## src/rtl/register_storage_pkg.sv

```systemverilog
// Shared encodings for the register-storage family: manual op codes,
// burst direction values and the burst controller state type.
package register_storage_pkg;

  localparam logic [1:0] MODE_HOLD = 2'b00;
  localparam logic [1:0] MODE_LOAD = 2'b01;
  localparam logic [1:0] MODE_SHL  = 2'b10;
  localparam logic [1:0] MODE_SHR  = 2'b11;

  localparam logic DIR_LEFT  = 1'b0;
  localparam logic DIR_RIGHT = 1'b1;

  typedef enum logic {
    ST_IDLE  = 1'b0,
    ST_BURST = 1'b1
  } burst_state_t;

endpackage

```

## src/rtl/register_storage_burst_ctrl.sv

```systemverilog
// Burst sequencer: accepts a start request, counts enabled shift edges,
// and reports busy / a one-cycle done pulse plus the captured shift setup.
module register_storage_burst_ctrl
  import register_storage_pkg::*;
#(
  parameter int CNT_W = 4
) (
  input  logic             clk,
  input  logic             rst_n,
  input  logic             clear,
  input  logic             enable,
  input  logic             burst_start,
  input  logic             burst_dir,
  input  logic             rotate,
  input  logic [CNT_W-1:0] burst_len,
  output logic             busy,
  output logic             burst_done,
  output logic             burst_shift,
  output logic             shift_dir,
  output logic             shift_rotate
);

  burst_state_t     state, state_next;
  logic [CNT_W-1:0] count, count_next;
  logic             done_next, dir_next, rot_next;

  always_ff @(posedge clk or negedge rst_n) begin
    if (!rst_n) begin
      state        <= ST_IDLE;
      count        <= '0;
      burst_done   <= 1'b0;
      shift_dir    <= DIR_LEFT;
      shift_rotate <= 1'b0;
    end else begin
      state        <= state_next;
      count        <= count_next;
      burst_done   <= done_next;
      shift_dir    <= dir_next;
      shift_rotate <= rot_next;
    end
  end

  // A zero-length request completes immediately without entering BURST.
  always_comb begin
    state_next = state;
    count_next = count;
    done_next  = 1'b0;
    dir_next   = shift_dir;
    rot_next   = shift_rotate;
    if (clear) begin
      state_next = ST_IDLE;
      count_next = '0;
    end else begin
      unique case (state)
        ST_IDLE: begin
          if (burst_start) begin
            if (burst_len != '0) begin
              state_next = ST_BURST;
              count_next = burst_len;
              dir_next   = burst_dir;
              rot_next   = rotate;
            end else begin
              done_next  = 1'b1;
            end
          end
        end
        ST_BURST: begin
          if (enable) begin
            count_next = count - CNT_W'(1);
            if (count == CNT_W'(1)) begin
              state_next = ST_IDLE;
              done_next  = 1'b1;
            end
          end
        end
        default: state_next = ST_IDLE;
      endcase
    end
  end

  always_comb begin
    busy        = (state == ST_BURST);
    burst_shift = (state == ST_BURST) && enable && !clear;
  end

endmodule

```

## src/rtl/register_storage_universal_shift.sv

```systemverilog
// Universal shift/storage register: hold, load, shift left/right with
// optional rotate, plus an autonomous counted burst of shifts.
module register_storage_universal_shift
  import register_storage_pkg::*;
#(
  parameter int WIDTH = 8,
  parameter int CNT_W = 4
) (
  input  logic             clk,
  input  logic             rst_n,
  input  logic             clear,
  input  logic             enable,
  input  logic [1:0]       mode,
  input  logic             rotate,
  input  logic             serial_in,
  input  logic [WIDTH-1:0] parallel_in,
  input  logic             burst_start,
  input  logic             burst_dir,
  input  logic [CNT_W-1:0] burst_len,
  output logic [WIDTH-1:0] parallel_out,
  output logic             serial_out_msb,
  output logic             serial_out_lsb,
  output logic             busy,
  output logic             burst_done
);

  logic [WIDTH-1:0] word_next;
  logic             burst_shift, shift_dir, shift_rotate;

  function automatic logic [WIDTH-1:0] shift_word(input logic [WIDTH-1:0] w,
                                                  input logic dir,
                                                  input logic rot,
                                                  input logic sin);
    logic fill;
    if (dir == DIR_RIGHT) begin
      fill = rot ? w[0] : sin;
      return {fill, w[WIDTH-1:1]};
    end else begin
      fill = rot ? w[WIDTH-1] : sin;
      return {w[WIDTH-2:0], fill};
    end
  endfunction

  register_storage_burst_ctrl #(.CNT_W(CNT_W)) u_ctrl (
    .clk          (clk),
    .rst_n        (rst_n),
    .clear        (clear),
    .enable       (enable),
    .burst_start  (burst_start),
    .burst_dir    (burst_dir),
    .rotate       (rotate),
    .burst_len    (burst_len),
    .busy         (busy),
    .burst_done   (burst_done),
    .burst_shift  (burst_shift),
    .shift_dir    (shift_dir),
    .shift_rotate (shift_rotate)
  );

  // Priority: clear, then burst activity, then manual mode. A start edge
  // (accepted or zero-length) performs no data operation.
  always_comb begin
    word_next = parallel_out;
    if (clear) begin
      word_next = '0;
    end else if (busy) begin
      if (burst_shift) word_next = shift_word(parallel_out, shift_dir, shift_rotate, serial_in);
    end else if (!burst_start && enable) begin
      unique case (mode)
        MODE_HOLD: word_next = parallel_out;
        MODE_LOAD: word_next = parallel_in;
        MODE_SHL:  word_next = shift_word(parallel_out, DIR_LEFT, rotate, serial_in);
        MODE_SHR:  word_next = shift_word(parallel_out, DIR_RIGHT, rotate, serial_in);
        default:   word_next = parallel_out;
      endcase
    end
  end

  always_ff @(posedge clk or negedge rst_n) begin
    if (!rst_n) parallel_out <= '0;
    else        parallel_out <= word_next;
  end

  assign serial_out_msb = parallel_out[WIDTH-1];
  assign serial_out_lsb = parallel_out[0];

endmodule

```

## config.mk

```make
export PLATFORM = sky130hd
export DESIGN_NAME = register_storage_universal_shift
export DESIGN_NICKNAME = d
export VERILOG_FILES = /design/src/rtl/register_storage_pkg.sv /design/src/rtl/register_storage_burst_ctrl.sv /design/src/rtl/register_storage_universal_shift.sv
export SDC_FILE = /design/constraint.sdc
export NUM_CORES = 1
export LEC_CHECK = 0
export BUFFER_PORTS_ARGS = -buffer_cell sky130_fd_sc_hd__clkbuf_2
export CAP_MARGIN = 40
export CORE_MARGIN = 2
export CORE_UTILIZATION = 48
export CTS_BUF_LIST = sky130_fd_sc_hd__clkbuf_4
export CTS_CLUSTER_SIZE = 10
export DETAILED_ROUTE_END_ITERATION = 8
export PLACE_DENSITY = 0.78
export RECOVER_POWER = 25
export SYNTH_ARGS = -nofsm -noshare
export SYNTH_HDL_FRONTEND = slang
export SYNTH_SLANG_ARGS = --single-unit
```

## constraint.sdc

```tcl
create_clock -name clk -period 1.2 [get_ports clk]
set_clock_uncertainty 0.05 [all_clocks]
set_input_delay 0.24 -clock clk [delete_from_list [all_inputs] [get_ports clk]]
set_output_delay 0.24 -clock clk [all_outputs]
set_load 0.01 [all_outputs]
```

* Word-level counts from Yosys, hierarchy flattened
Cells that the tools add are included.
Storage, ports and cells: flip-flop bits (word level) 16, memories 0, memory bits (read-only) 0, memory bits (writable) 0, bits in latches 0, bits of input ports 22
Operators by class: $lt $le $gt $ge 0, divide/modulo/power cells 0, eq/ne operators 9, $add $sub $neg 1, bitwise operators 2, shift operators 0, mux-type cells 27, reduce and logical (&&, ||, !) cells 11, multiply operators 0
Operator list (count):
- 2-to-1 mux 8 bit | 5
- case mux 8 bit (3 select lines) | 1
- 2-to-1 mux 4 bit | 4
- 2-to-1 mux 1 bit | 14
- != test 3 bit, second input constant | 3
- case mux 4 bit (2 select lines) | 1
- != test 3 x 2 -> 1 bit, second input constant | 2
- AND reduction 3 bit | 2
- == test 2 bit, second input constant | 2
- == test 4 x 1 -> 1 bit, second input constant | 1
- case mux 1 bit (2 select lines) | 2
- AND reduction 4 bit | 1
- nonzero test 4 bit | 1
- subtractor 4 x 1 -> 4 bit, second input constant | 1
- logical AND 1 bit | 3
- nonzero test 3 bit | 1
- == test 2 x 1 -> 1 bit, second input constant | 1
- logical NOT 1 bit | 2
- logical NOT 2 bit | 1
- inverter 1 bit | 2

* Depth between registers and ports, before layout
depth in word-level cells 5, depth in mapped cells 6, mapped depth without buffers 6

* Hierarchy
Synthesis repeated with hierarchy kept, for this count alone.
Second synthesis, totals: cell total of the unflattened synthesis 144, area, all modules 1258.7 µm²
By module, submodules not included:
- register_storage_universal_shift | times used 1, area each 760.7 µm², cells each 94
- register_storage_burst_ctrl | times used 1, area each 498.0 µm², cells each 50

* Worst setup path after synthesis
Ideal clock, no wire load.
kind reg2reg, start point register u_ctrl.state, in the netlist u_ctrl.busy, end point register u_ctrl.shift_dir, clock period less this slack 1.372 ns, arrival time 1.197 ns, stages on the path, launching flop included 4, slack -0.172 ns, cell sequence dfrtp_1 nand2b_1 nor3_1 mux2_2
On the way: word-level cells in the longest chain between the ends 2
RTL lines:
- start: declaration | RTL line register_storage_burst_ctrl.sv:23 | burst_state_t state, state_next;
- start signal: assignment | RTL line register_storage_burst_ctrl.sv:35 | state <= state_next;
- inverter 1 bit (no line)
- AND reduction 4 bit (no line)
- end signal: assignment | RTL line register_storage_burst_ctrl.sv:38 | shift_dir <= dir_next;
- end: declaration | RTL line register_storage_burst_ctrl.sv:19 | output logic shift_dir,
Every way passes these cells. A chain may end at the register's enable or synchronous reset.

* Worst setup path in the final report
start point register u_ctrl.state, in the netlist u_ctrl.busy, end point register u_ctrl.count[0]
On the way: word-level cells in the longest chain between the ends 3, elaborated cells between the ends (all ways) 7
RTL lines:
- inverter 1 bit (no line)
- != test 3 x 2 -> 1 bit (no line) (tied with other cells)
- AND reduction 3 bit (no line) / 2-to-1 mux 4 bit (equally long branches)
- end signal: assignment | RTL line register_storage_burst_ctrl.sv:36 | count <= count_next;
- end: declaration | RTL line register_storage_burst_ctrl.sv:24 | logic [CNT_W-1:0] count, count_next;
Parallel ways exist; a longest one is shown, timed or not.

==> run_results.csv <==
group,metric,value,unit
synth,synth_cell_types,35,
critical_path,crit_type,"flip-flop to flip-flop",
cells_and_area,final_util,83.8,%
floorplanning,start_util,51.7,%
outcome,violations,"setup timing",
power,power.internal,1130,uW
critical_path,endpoint_kind,"flip-flop",
sta,fmax,730,MHz
synth,ys_seq_area_share,34.0,%
synth,synthAdderAreaFrac,2.13,%
cells_and_area,fin_area,1910,um^2
power,switchingPower,619,uW
floorplanning,die_area,2860,um^2
global_routing,grt_pass1_vias,1245,
route,drc,0,
critical_path,crit_required,1.38,ns
cells_and_area,areaGrowthSynthToFinish,62.0,%
sta,finalCritPeriodShare,114,%
critical_path,path_max_fanout,4,
floorplanning,row_count,17,
critical_path,cp_num_buf_inv,1,
synth,muxShareOfSynthArea,14.6,%
synth,syn_area_per_cell,9.27,um^2
clocking,numClockSinks,16,
sta,rsz0062_at_grt,"yes",
place,numPortBuffers,33,
critical_path,critPathSlowestCell,"dfrtp_2",
power,seqPwrFrac,38.1,%
route,first_pass_iters,4,
critical_path,critical_path_arrival,1.55,ns
sta,setup_ws,-0.169,ns
clocking,clockRootBuffer,"clkbuf_4",
synth,synthesis.area,1180,um^2
place,post-dp-hpwl,2260,um
global_routing,grt_start_max_net_pins,17,
route,vias_per_cell,5.97,
synth,yosysTopAreaCellShare,34.0,%
clocking,worstSkewPairLatency,0.30,ns
synth,synth_seq_cells,16,
route,routedWlPerCell,17.9,um
sta,setup_violations,22,
power,combPwrFrac,44.4,%
critical_path,start_kind,"flip-flop",
route,vias,1307,
power,power_frac_clock,17.5,%
synth,synth_compound_area_share,29.2,%
floorplanning,core,2280,um^2
sta,tightest_slew,0.537,ns
min_path,min_path_type,"input pin to flip-flop",
synth,synth_xor_area_share,0,%
sta,hold_viol_final,0,
place,place_ws,-0.212,ns
clocking,cts_tree,"yes",
global_routing,grt_pass1_wl,5360,um
run,cap_violations,0,
route,drt_first_iter_violations,20,
cells_and_area,final_cell_mix,"buf_4, clkbuf_2, nor2_1, buf_6, dfrtp_1",
synth,synthTopCellsByArea,"dfrtp_1, mux2_2, mux2i_1",
global_routing,grt.overflow.total,0,
floorplanning,die_h,53.5,um
clocking,htreeDepth,1,
route,drt-total-wl,3930,um
clocking,cts_buffer_depth,2,
global_routing,grt_antenna_before_repair,0,
critical_path,path_cells,"nand2b_4 > buf_4 > nor2_4 > o221a_1 > nor3_2",
synth,synth_top_area_cell,"dfrtp_1",
floorplanning,io_pins,34,
synth,yosys.area_share.simple,13.1,%
cells_and_area,fillCellCount,131,
sta,fin_crit,1.37,ns
outcome,status,"complete, but fails checks",
power,power.density,915,nW/um^2
power,p_leak,0.000893,uW
clocking,cts.reportedPaths.clkPinSlew,0.10,ns
sta,finalMaxSlewViolations,0,
synth,syn_inst,127,
critical_path,critical-path-top-delay-family,"flip-flops",
power,max-vdd-ir-drop,0.849,mV
place,gp_congestion,0.777,
place,place_area,1530,um^2
cells_and_area,n_antenna_cell,0,
clocking,cts_buffers,3,
sta,tns,-2.24,ns
synth,syn_nets,151,
critical_path,crit_path_max_incr_delay,0.43,ns
cells_and_area,nNetsFinal,216,
synth,synth_top_family_by_area,"compound AO/OA/AOI/OAI gates",
sta,slew_headroom,64.0,%
power,switching_share,35.5,%
synth,yosysWarnings,0,
cells_and_area,post_route_cells_drive_above_1_share,62.8,%
floorplanning,dieWidth,53.5,um
cells_and_area,mostFrequentLayoutCell,"buf_4",
global_routing,grt_use_total,25.9,%
route,drtAntennaViolNets,0,
[stage by stage]
step / power (uW) / cells / hold WS, ns
floorplan: 981 / 127 / -0.106
global placement: 1170 / 204 / 0.140
detailed placement: 1190 / 204 / 0.142
CTS: 1630 / 214 / 0.112
global route: 1840 / 219 / 0.118
finish: 1740 / 219 / 0.115
[layout make-up]
class                           instances  area, um^2  area share [%]
Clock buffer                            3        22.5            1.18
Clock inverter                          1        3.75           0.197
Inverter                                6        22.5            1.18
Multi-Input combinational cell         95         895            46.9
Sequential cell                        16         408            21.4
Tap cell                               28        35.0            1.84
Timing Repair Buffer                   70         520            27.3
[power groups by stage]
| stage | clock network [uW] | registers (uW) | logic [uW] |
|---|---|---|---|
| 2_1_floorplan | 0 | 657 | 324 |
| 3_3_place_gp | 0 | 672 | 498 |
| 3_5_place_dp | 0 | 679 | 515 |
| 4_1_cts | 310 | 658 | 660 |
| 5_1_grt | 336 | 673 | 830 |
| 6_report | 305 | 665 | 774 |
[worst register-to-register path: cells and delay by family, from the launching register on]
kind	cells	cell delay, ns
AOI/OAI and AO/OA	1	0.28
buffers and inverters	1	0.15
DFF	1	0.43
and+or+nand+nor	3	0.40
[worst paths after layout]
| kind | startpoint | slack (ns) | depth (start not counted) | endpoint |
|---|---|---|---|---|
| worst max register to register | u_ctrl.busy$_DFF_PN0_ | -0.17 | 5 | u_ctrl.count[0]$_DFFE_PN0P_ |
| worst min register to register | u_ctrl.count[3]$_DFFE_PN0P_ | 0.47 | 1 | u_ctrl.count[3]$_DFFE_PN0P_ |
| max in group asynchronous | rst_n | 0.45 | 2 | parallel_out[0]$_DFFE_PN0P_ |
| worst min-delay path | burst_dir | 0.12 | 2 | u_ctrl.shift_dir$_DFFE_PN0P_ |
| worst max-delay path | u_ctrl.busy$_DFF_PN0_ | -0.17 | 5 | u_ctrl.count[0]$_DFFE_PN0P_ |
| min in group asynchronous | rst_n | 0.33 | 2 | u_ctrl.burst_done$_DFF_PN0_ |
[flip-flops by register name (all words and copies together), names as in the netlist]
name / count
parallel_out: 8
u_ctrl.count: 4
u_ctrl.burst_done: 1
u_ctrl.busy: 1
u_ctrl.shift_dir: 1
u_ctrl.shift_rotate: 1
[synth_stat cells (all sizes together)]
master and instances:
a211o 1, a211oi 7, a21boi 2, a21oi 12, a221oi 3, a22o 3, a32o 1, and3 1
buf 7, clkbuf 3, dfrtp 16, ha 2, inv 6, mux2 9, mux2i 7, nand2 2
nand2b 2, nand3 2, nor2 14, nor2b 3, nor3 3, nor3b 1, nor4 1, o21a 1
o21ai 7, o21ba 1, o221a 1, o22ai 2, o2bb2ai 6, o31ai 1
[logic make-up after synthesis]
| logic type | count (synthesis) |
|---|---|
| simple gates | 29 |
| mux | 16 |
| flops | 16 |
| compound gates | 48 |
| buf+inv | 16 |
| fa+ha+maj | 2 |
[timing repair]
action | CTS | global route
endpoints found under the setup margin | 21 | 27
gates resized for setup | 31 | 32
hold buffers | 1 | 0
pin swaps | 5 | 5
endpoints found under the hold margin | 16 | 0
buffers inserted | 5 | 5
[routing by layer]
layer,up-vias,share of wire [%],track usage (%)
li1,606,-,-
met1,625,39,31.2
met2,62,51,42.8
met3,14,6.2,6.78
met4,0,3.4,12.4
met5,-,0,0
Power figures use the tool's default switching activity.
